==> config.mk <==
export PLATFORM = sky130hd
export DESIGN_NAME = fetch_stage_flat
export DESIGN_NICKNAME = d
export VERILOG_FILES = /design/src/rtl/fetch_pkg.sv /design/src/rtl/fetch_stage_if.sv /design/src/rtl/fetch_stage_pc_reg.sv /design/src/rtl/fetch_stage.sv /design/src/flat_wrapper.sv
export SDC_FILE = /design/constraint.sdc
export NUM_CORES = 1
export LEC_CHECK = 0
export CORE_MARGIN = 4
export CORE_UTILIZATION = 40
export CTS_BUF_LIST = sky130_fd_sc_hd__clkbuf_4
export CTS_CLUSTER_DIAMETER = 60
export DETAILED_ROUTE_END_ITERATION = 12
export HOLD_SLACK_MARGIN = 0.03
export PLACE_DENSITY = 0.82
export SETUP_SLACK_MARGIN = 0.2
export SLEW_MARGIN = 10
export SYNTH_ARGS = -nofsm -noshare
export SYNTH_HDL_FRONTEND = slang
export SYNTH_HIERARCHICAL = 1
export SYNTH_SLANG_ARGS = --single-unit
==> constraint.sdc <==
create_clock -name clk -period 3.2 [get_ports clk]
set_input_delay 0.48 -clock clk [delete_from_list [all_inputs] [get_ports clk]]
set_output_delay 0.48 -clock clk [all_outputs]
set_load 0.05 [all_outputs]
==> src/rtl/fetch_pkg.sv <==
// fetch_pkg
//   Shared types and constants for the instruction-fetch stage.
//   - fetch_state_t : fetch controller states (IDLE, RUN, HALT)
//   - FETCH_AW/DW   : default PC width and instruction width
//   - NOP_WORD      : the all-zero word that halts fetch when enabled
package fetch_pkg;

  typedef enum logic [1:0] {
    IDLE = 2'd0,
    RUN  = 2'd1,
    HALT = 2'd2
  } fetch_state_t;

  localparam int FETCH_AW = 8;
  localparam int FETCH_DW = 32;

  localparam logic [31:0] NOP_WORD = 32'h0000_0000;

endpackage

==> src/rtl/fetch_stage_if.sv <==
// fetch_stage_if
//   IF/ID handshake between the fetch stage (master) and decode (slave).
//   - id_valid   : IF/ID register holds an instruction
//   - id_ready   : decode accepts IF/ID this cycle
//   - id_instr   : captured instruction word
//   - id_pc      : word address the instruction came from
//   - id_pc_next : id_pc + 1, wrapping
interface fetch_stage_if #(
  parameter int AW = 8,
  parameter int DW = 32
) ();

  logic          id_valid;
  logic          id_ready;
  logic [DW-1:0] id_instr;
  logic [AW-1:0] id_pc;
  logic [AW-1:0] id_pc_next;

  modport master (
    output id_valid,
    output id_instr,
    output id_pc,
    output id_pc_next,
    input  id_ready
  );

  modport slave (
    input  id_valid,
    input  id_instr,
    input  id_pc,
    input  id_pc_next,
    output id_ready
  );

endinterface

==> src/rtl/fetch_stage_pc_reg.sv <==
// pc_reg
//   Program counter register with its next-PC mux.
//   Priority: rst > redirect > advance (+1, wrapping) > hold.
//   Ports:
//     clk, rst      : clock, synchronous active-high reset
//     redirect      : load redirect_pc
//     redirect_pc   : redirect target word address
//     advance       : step to pc + 1 (wraps at 2^AW)
//     pc            : current program counter
module pc_reg #(
  parameter int AW       = 8,
  parameter int RESET_PC = 0
) (
  input  logic          clk,
  input  logic          rst,
  input  logic          redirect,
  input  logic [AW-1:0] redirect_pc,
  input  logic          advance,
  output logic [AW-1:0] pc
);

  logic [AW-1:0] pc_value_reg;
  logic [AW-1:0] pc_value_next;

  always_comb begin
    pc_value_next = pc_value_reg;
    if (redirect) begin
      pc_value_next = redirect_pc;
    end else if (advance) begin
      // Natural AW-bit overflow gives the 2^AW-1 -> 0 wrap.
      pc_value_next = pc_value_reg + AW'(1);
    end
  end

  always_ff @(posedge clk) begin
    if (rst) begin
      pc_value_reg <= AW'(RESET_PC);
    end else begin
      pc_value_reg <= pc_value_next;
    end
  end

  assign pc = pc_value_reg;

endmodule

==> src/rtl/fetch_stage.sv <==
// fetch_stage
//   Instruction-fetch stage: drives the PC to a combinational instruction
//   memory, captures the returned word into the IF/ID register and offers it
//   to decode through a valid/ready handshake. Supports redirect with flush,
//   start gating and halting on an all-zero fetched word.
//   Ports:
//     clk, rst     : clock, synchronous active-high reset
//     start        : leave IDLE and begin fetching
//     imem_addr    : word address to instruction memory (= pc)
//     imem_data    : instruction word returned for imem_addr
//     redirect     : branch/jump taken, load redirect_pc and flush IF/ID
//     redirect_pc  : redirect target
//     id           : IF/ID handshake (master side)
//     halted       : controller is in HALT
//     fetch_count  : words captured since reset, saturating at 0xFFFF
module fetch_stage
  import fetch_pkg::*;
#(
  parameter int AW           = FETCH_AW,
  parameter int DW           = FETCH_DW,
  parameter int RESET_PC     = 0,
  parameter int HALT_ON_ZERO = 1
) (
  input  logic              clk,
  input  logic              rst,
  input  logic              start,
  output logic [AW-1:0]     imem_addr,
  input  logic [DW-1:0]     imem_data,
  input  logic              redirect,
  input  logic [AW-1:0]     redirect_pc,
  fetch_stage_if.master     id,
  output logic              halted,
  output logic [15:0]       fetch_count
);

  localparam logic [DW-1:0] NOP_W   = DW'(NOP_WORD);
  localparam logic          HALT_EN = (HALT_ON_ZERO != 0);

  fetch_state_t  state_reg;
  logic          id_valid_reg;
  logic [DW-1:0] id_instr_reg;
  logic [AW-1:0] id_pc_reg;
  logic [15:0]   fetch_count_reg;

  logic [AW-1:0] pc;
  logic          fetch_en;
  logic          halt_word;
  logic          capture;
  logic          halt_fetch;

  // A fetch happens only when IF/ID is free (empty or being drained) and no
  // redirect is discarding this cycle's word.
  assign fetch_en   = (state_reg == RUN) && (!id_valid_reg || id.id_ready) && !redirect;
  assign halt_word  = HALT_EN && (imem_data == NOP_W);
  assign capture    = fetch_en && !halt_word;
  assign halt_fetch = fetch_en && halt_word;

  pc_reg #(
    .AW       (AW),
    .RESET_PC (RESET_PC)
  ) u_pc_reg (
    .clk         (clk),
    .rst         (rst),
    .redirect    (redirect),
    .redirect_pc (redirect_pc),
    .advance     (capture),
    .pc          (pc)
  );

  always_ff @(posedge clk) begin
    if (rst) begin
      state_reg       <= IDLE;
      id_valid_reg    <= 1'b0;
      id_instr_reg    <= '0;
      id_pc_reg       <= '0;
      fetch_count_reg <= '0;
    end else if (redirect) begin
      // Flush; the PC reload happens in pc_reg. IDLE stays IDLE.
      id_valid_reg <= 1'b0;
      if (state_reg == HALT) begin
        state_reg <= RUN;
      end
    end else begin
      case (state_reg)
        IDLE:    if (start) state_reg <= RUN;
        RUN:     if (halt_fetch) state_reg <= HALT;
        HALT:    state_reg <= HALT;
        default: state_reg <= IDLE;
      endcase

      if (capture) begin
        id_instr_reg <= imem_data;
        id_pc_reg    <= pc;
        id_valid_reg <= 1'b1;
        if (fetch_count_reg != 16'hFFFF) begin
          fetch_count_reg <= fetch_count_reg + 16'd1;
        end
      end else if (id_valid_reg && id.id_ready) begin
        // Covers both a plain drain and a halting fetch that drains IF/ID.
        id_valid_reg <= 1'b0;
      end
    end
  end

  assign imem_addr     = pc;
  assign id.id_valid   = id_valid_reg;
  assign id.id_instr   = id_instr_reg;
  assign id.id_pc      = id_pc_reg;
  assign id.id_pc_next = id_pc_reg + AW'(1);
  assign halted        = (state_reg == HALT);
  assign fetch_count   = fetch_count_reg;

endmodule
==> src/flat_wrapper.sv <==
// flat-port wrapper written by rule: the top's interface ports become plain ports
module fetch_stage_flat import fetch_pkg::*;
#(
  parameter int AW           = FETCH_AW,
  parameter int DW           = FETCH_DW,
  parameter int RESET_PC     = 0,
  parameter int HALT_ON_ZERO = 1
)
  (clk, rst, start, imem_addr, imem_data, redirect, redirect_pc, halted, fetch_count, id_id_valid, id_id_instr, id_id_pc, id_id_pc_next, id_id_ready);
  fetch_stage_if #(.AW(AW), .DW(DW)) id_i ();
  input  logic clk;
  input  logic rst;
  input  logic start;
  output logic [AW-1:0] imem_addr;
  input  logic [DW-1:0] imem_data;
  input  logic redirect;
  input  logic [AW-1:0] redirect_pc;
  output logic halted;
  output logic [15:0] fetch_count;
  output wire logic [$bits(id_i.id_valid)-1:0] id_id_valid;
  output wire logic [$bits(id_i.id_instr)-1:0] id_id_instr;
  output wire logic [$bits(id_i.id_pc)-1:0] id_id_pc;
  output wire logic [$bits(id_i.id_pc_next)-1:0] id_id_pc_next;
  input wire logic [$bits(id_i.id_ready)-1:0] id_id_ready;
  assign id_id_valid = id_i.id_valid;
  assign id_id_instr = id_i.id_instr;
  assign id_id_pc = id_i.id_pc;
  assign id_id_pc_next = id_i.id_pc_next;
  assign id_i.id_ready = id_id_ready;
  fetch_stage #(.AW(AW), .DW(DW), .RESET_PC(RESET_PC), .HALT_ON_ZERO(HALT_ON_ZERO)) u_core (.clk(clk), .rst(rst), .start(start), .imem_addr(imem_addr), .imem_data(imem_data), .redirect(redirect), .redirect_pc(redirect_pc), .id(id_i), .halted(halted), .fetch_count(fetch_count));
endmodule
==> out/qor.txt, run 1 <==
LEAKAGE: 0.00192 uW
Synth Register Bits: 67
internal cell power: 1480 uW
Final Wtd Congestion: 0.802
DR vias: 3023
worst hold margin: 0.505 ns
outcome: finished clean
num rows: 32
TritonCTS clock tree: done
max-slew violation count: 0
Total Die Area: 9460 sq um
min Tclk post-route: 2.82 ns
crit share post-route: 88.0%
Worst setup EP type: output pin
part of the power in registers: 41.6%
Synth Cell Area: 3190 sq um
Final ANT Viol Nets: 0
Synth async-reset ratio: 0%
max FFs per register: 32
drt drc: 0
Netlist cell types: 48
CTS root buf: clkbuf_4
largest net degree at the start of global routing: 78
n_diodes: 0
total power: 2260 uW
clk_skew: 0.0204 ns
reg2reg path depth: 5
ys flop type: dfxtp_1
sequential-to-total area share from yosys stat: 42.1%
fmax: 355 MHz
Routed wire per std cell: 15.1 microns
Tightest Pin Transition: 0.990 ns
final wirelength: 8490 microns
Initial Util: 41.2%
CTS sink count: 67
unrepaired setup endpoints after global routing: no
core box area: 7730 sq um
total grt overflow: 0
Max-Cap Viols: 0
DRT Pass-1 Iters: 4
Worst Setup SP: u_core/id.id_pc[0]
Worst-path clk slew: 0.12 ns
setup bufs post-CTS: 0
Worst Setup EP: id_id_pc_next[6]
drt via density: 5.37
ratio of cells with drive above 1 in the final layout: 8.46%
Crit Path Max Fanout: 6
Resized Gates After CTS: 0
Worst-Skew Late Latency: 0.41 ns
worst flop-to-flop path endpoint: u_core/fetch_count[12]
total track usage: 17.7%
final instance area: 4600 sq um
Comb pwr share: 29.7%
Startpoint Class: flop
Die H: 97.3 microns
Multi-input gate area: 1710 sq um
Hold Crit Class: primary input to flop
CTS max path bufs: 2
initial antenna violation count: 0
Post-Syn Instances: 339
TNS Setup: 0 ns
Pwr per Cell Area: 491 nW/um^2
Num CTS Buffers: 9
setup violators final: 0
placed instance area: 4430 sq um
initial drt markers: 105
WP data required: 2.72 ns
first-pass GRT wire length: 14000 microns
Die Wd: 97.3 microns
Psw: 784 uW
final hold vios: 0
Sw Ratio: 34.7%
Final Core Density: 59.5%
Post-Syn Nets: 390
Port Buf Inserts: 118
P&R area growth vs syn: 44.4%
VDD IR max: 266 uV
filler instances: 674
H-Tree Depth: 3
Storage cell area: 1340 sq um
FF-to-FF setup slack: 0.87 ns
CTS hold repair buffers: 0
DP Wirelength: 6180 microns
Clk pwr share: 28.7%
type of the worst setup path: flop to output pin
vias in the first global route: 2893
fin nets: 507
worst r2r src: u_core/fetch_count[3]
Max-slew headroom: 33.3%
Mean Syn Cell Area: 9.40 sq um
Synth Warn #: 6
CP arrival: 2.34 ns
Post-synth EDFFs: 0
I/O pins: 119
==> critical path, cell delays in order (launching register included) <==
cell and delay (ns):
dfxtp_1 0.45, ha_1 0.21, and3_1 0.20, nand3_1 0.10, xnor2_1 0.15, clkdlybuf4s50_1 0.82
==> cells by family (layout without fill, tap and decap cells) <==
logic type      count (synthesis)  after routing  share of synthesized area, %
flops                          67             67                          42.1
xor+xnor                       10             10                          2.75
fa+ha+maj                       6              6                          2.36
simple gates                  139            139                          23.5
buf+inv                        28            150                          4.63
compound gates                 39             39                          8.68
mux                            50             50                          16.0
==> synth_stat cells (all sizes together) (2+ instances only) <==
master	number	area share (%)
dfxtp	67	42
nor2	59	7.0
mux2i	42	13
nor4	16	3.1
a21oi	13	2.0
nand4	13	3.2
buf	10	2.5
inv	10	1.2
nand3	10	1.6
or4	9	2.3
clkbuf	8	0.94
mux2	8	2.8
nand2	8	0.94
nor2b	7	1.4
ha	6	2.4
o31ai	6	1.4
xor2	6	1.6
o211ai	5	1.3
o21ai	4	0.75
xnor2	4	1.1
a211oi	3	0.71
and4	3	0.90
nor3b	3	0.71
or3	3	0.63
a2111oi	2	0.55
and2	2	0.39
and3	2	0.43
nand2b	2	0.39
==> worst min-delay path by stage <==
stage	to	start	cells after the start	slack, ns
floorplan	u_core/state_reg[0]	u_core/state_reg[0]	3	0.61
global placement	u_core/id.id_instr[17]	u_core/id.id_instr[17]	2	0.47
detailed placement	u_core/id.id_instr[27]	u_core/id.id_instr[27]	2	0.49
CTS	u_core/u_pc_reg/pc[5]	rst	4	0.47
global route	u_core/u_pc_reg/pc[5]	rst	4	0.48
finish	u_core/u_pc_reg/pc[5]	rst	4	0.50
==> final cells by class <==
type                    count  share of cell area (%)
clock buffers               9                    1.47
clock inverters             7                    2.15
inverters                  10                   0.816
multi-input cells         244                    37.1
flip-flops and latches     67                    29.2
well taps                 102                    2.77
repair buffers            124                    26.5
==> power by group through the flow <==
stage | clock (uW) | sequential, uW | combinational (uW)
2_1_floorplan | 0 | 1130 | 267
5_1_grt | 703 | 948 | 713
3_5_place_dp | 0 | 958 | 672
3_3_place_gp | 0 | 955 | 659
6_report | 649 | 940 | 671
4_1_cts | 670 | 939 | 675
==> through the flow <==
stage	worst slack (ns)	std cells
global placement	0.313	547
global route	0.225	563
finish	0.383	563
floorplan	0.634	339
CTS	0.340	563
detailed placement	0.261	547
==> per-layer routing <==
layer	GRT usage [%]	share of wire (%)	vias up
li1	-	-	1466
met1	21.4	43	1425
met2	30.0	48	124
met3	7.04	8.0	8
met4	3.73	0.74	0
met5	0	0	-
==> layout by cell type, fill, tap and decap left out, types with 3 or more instances in the layout <==
master and n:
nand4_1 11, o211ai_1 4, nand2_1 8, a211oi_1 3, or4_2 5, nor4_1 16
clkbuf_4 9, xnor2_1 4, clkdlybuf4s50_1 117, or4_1 4, xor2_1 6, buf_4 6
mux2i_1 42, nor3b_1 3, dfxtp_1 67, o31ai_1 6, nor2_1 58, a21oi_1 13
inv_1 10, mux2_1 6, o21ai_0 3, ha_1 6, nand3_1 10, nor2b_1 7
(Power assumes the default switching activity.)
==> run 2, diff against run 1 <==
- GPL_ROUTABILITY_DRIVEN: not set -> 1
==> results of run 2 <==
Final layout, timing and power as in run 1 (identical DEF).
==> run 3, diff against run 2 <==
- CORE_MARGIN: 4 -> 1.5
==> run 3 against run 2 <==
Utilization fell by 0.44 points; first-iteration DRC count fell by 6.7%; setup slack improved by 0.021 ns; largest cell class unchanged; final area fell by 0.73%; clock power fell by 20%; sequential share of layout area rose by 0.22 points; count of clock-buffer cells in the layout rose by 1; register-to-register slack got worse by 0.03 ns; combinational power rose by 0.9%; global-route usage rose by 2.0 points; via count fell by 1.3%.
==> out/qor.txt, run 3 (same netlist as run 1, synthesis figures left out) <==
outcome: finished clean
LEAKAGE: 0.00190 uW (-0.75%)
Worst setup EP type: output pin
drt via density: 5.31 (-1.1%)
VDD IR max: 270 uV (+1.4%)
fin nets: 507 (unchanged)
Max-slew headroom: 33.7% (+0.35 points)
CTS max path bufs: 2 (unchanged)
filler instances: 695 (+3.1%)
max-slew violation count: 0 (unchanged)
DP Wirelength: 6150 microns (-0.33%)
Max-Cap Viols: 0 (unchanged)
DRT Pass-1 Iters: 4 (unchanged)
TNS Setup: 0 ns (unchanged)
Hold Crit Class: flop to flop
Initial Util: 41.2% (unchanged)
initial drt markers: 98 (-6.7%)
Worst-Skew Late Latency: 0.40 ns (about the same)
n_diodes: 0 (unchanged)
total grt overflow: 0 (unchanged)
Startpoint Class: flop
H-Tree Depth: 3 (unchanged)
final wirelength: 8300 microns (-2.2%)
most frequent cells in the layout: 117 x clkdlybuf4s50_1, 67 x dfxtp_1, 58 x nor2_1
Die Wd: 92.3 microns (-5.1%)
Psw: 739 uW (-5.7%)
Num CTS Buffers: 9 (unchanged)
Crit Path Max Fanout: 6 (unchanged)
I/O pins: 119 (unchanged)
drt drc: 0 (unchanged)
fmax: 358 MHz (+0.76%)
initial antenna violation count: 0 (unchanged)
Worst-path clk slew: 0.10 ns (-0.02 ns)
crit share post-route: 87.4% (-0.67 points)
commonest non-fill, non-tap cell in the layout: clkdlybuf4s50_1
CP arrival: 2.32 ns (-0.02 ns)
Sw Ratio: 34.7% (about the same)
ratio of cells with drive above 1 in the final layout: 7.39% (-1.1 points)
setup violators final: 0 (unchanged)
Die H: 92.3 microns (-5.1%)
Total Die Area: 8510 sq um (-10%)
placed instance area: 4450 sq um (+0.28%)
CTS sink count: 67 (unchanged)
unrepaired setup endpoints after global routing: no
Pwr per Cell Area: 467 nW/um^2 (-5.0%)
DR vias: 2984 (-1.3%)
vias in the first global route: 2923 (+1.0%)
total track usage: 19.7% (+2.0 points)
internal cell power: 1390 uW (-5.6%)
clk_skew: 0.00863 ns (-0.0118 ns)
type of the worst setup path: flop to output pin
Final Wtd Congestion: 0.798 (-0.45%)
Routed wire per std cell: 14.8 microns (-2.0%)
min Tclk post-route: 2.80 ns (-0.0213 ns)
P&R area growth vs syn: 43.3%
Clk pwr share: 24.2% (-4.5 points)
num rows: 32 (unchanged)
CTS root buf: clkbuf_4
first-pass GRT wire length: 13400 microns (-4.1%)
setup bufs post-CTS: 0 (unchanged)
Port Buf Inserts: 118 (unchanged)
TritonCTS clock tree: done
largest net degree at the start of global routing: 45 (-42%)
WP data required: 2.72 ns (about the same)
part of the power in registers: 44.0% (+2.4 points)
Resized Gates After CTS: 0 (unchanged)
final instance area: 4570 sq um (-0.73%)
Comb pwr share: 31.8% (+2.1 points)
CTS hold repair buffers: 0 (unchanged)
Tightest Pin Transition: 0.984 ns (-0.00519 ns)
core box area: 7730 sq um (unchanged)
final hold vios: 0 (unchanged)
max FFs per register: 32 (unchanged)
Final ANT Viol Nets: 0 (unchanged)
## run 3: worst max-delay path, cell delays in order, from the launching register on
cell and delay (ns):
dfxtp_1 0.44, ha_1 0.21, and3_1 0.20, nand3_1 0.10, xnor2_1 0.15, clkdlybuf4s50_1 0.82
## run 3: worst paths after layout
path / from / end / slack (ns) / cells past startpoint
max: u_core/id.id_pc[0] / id_id_pc_next[6] / 0.40 / 5
min: u_core/id.id_instr[18] / u_core/id.id_instr[18] / 0.51 / 2
max reg2reg: u_core/fetch_count[0] / u_core/fetch_count[8] / 0.84 / 5
min reg2reg: u_core/id.id_instr[18] / u_core/id.id_instr[18] / 0.51 / 2
## run 3: cell type report
| type | instances | area, sq um | area share, % |
|---|---|---|---|
| clock inverters | 5 | 45.0 | 0.986 |
| well taps | 102 | 128 | 2.79 |
| clock buffers | 10 | 75.1 | 1.64 |
| inverters | 10 | 37.5 | 0.822 |
| multi-input cells | 244 | 1710 | 37.4 |
| flip-flops and latches | 67 | 1340 | 29.4 |
| repair buffers | 124 | 1230 | 27.0 |
## run 3: per-stage QoR
step / power (uW) / setup WS (ns) / hold slack (ns) / cells / util [%]
CTS: 2150 / 0.362 / 0.512 / 562 / 59.1
global placement: 1620 / 0.339 / 0.474 / 547 / 57.5
global route: 2240 / 0.275 / 0.534 / 562 / 59.1
floorplan: 1400 / 0.634 / 0.605 / 339 / -
finish: 2130 / 0.404 / 0.505 / 562 / 59.1
detailed placement: 1630 / 0.328 / 0.488 / 547 / 57.5
## run 3: layer usage
layer | share of wire, % | routed length [microns] | GRT usage (%) | vias to the layer above
met2 | 47 | 3910 | 33.4 | 131
met3 | 8.9 | 737 | 6.97 | 17
met4 | 1.6 | 132 | 6.54 | 0
met5 | 0 | 0 | 0 | -
li1 | - | - | - | 1470
met1 | 42 | 3530 | 23.1 | 1366
## run 3: power groups by stage
stage               Sequential, uW  Combinational (uW)  Clock [uW]
floorplan                     1130                 267           0
global placement               955                 662           0
finish                         938                 677         517
detailed placement             957                 677           0
global route                   947                 721         569
CTS                            938                 679         534
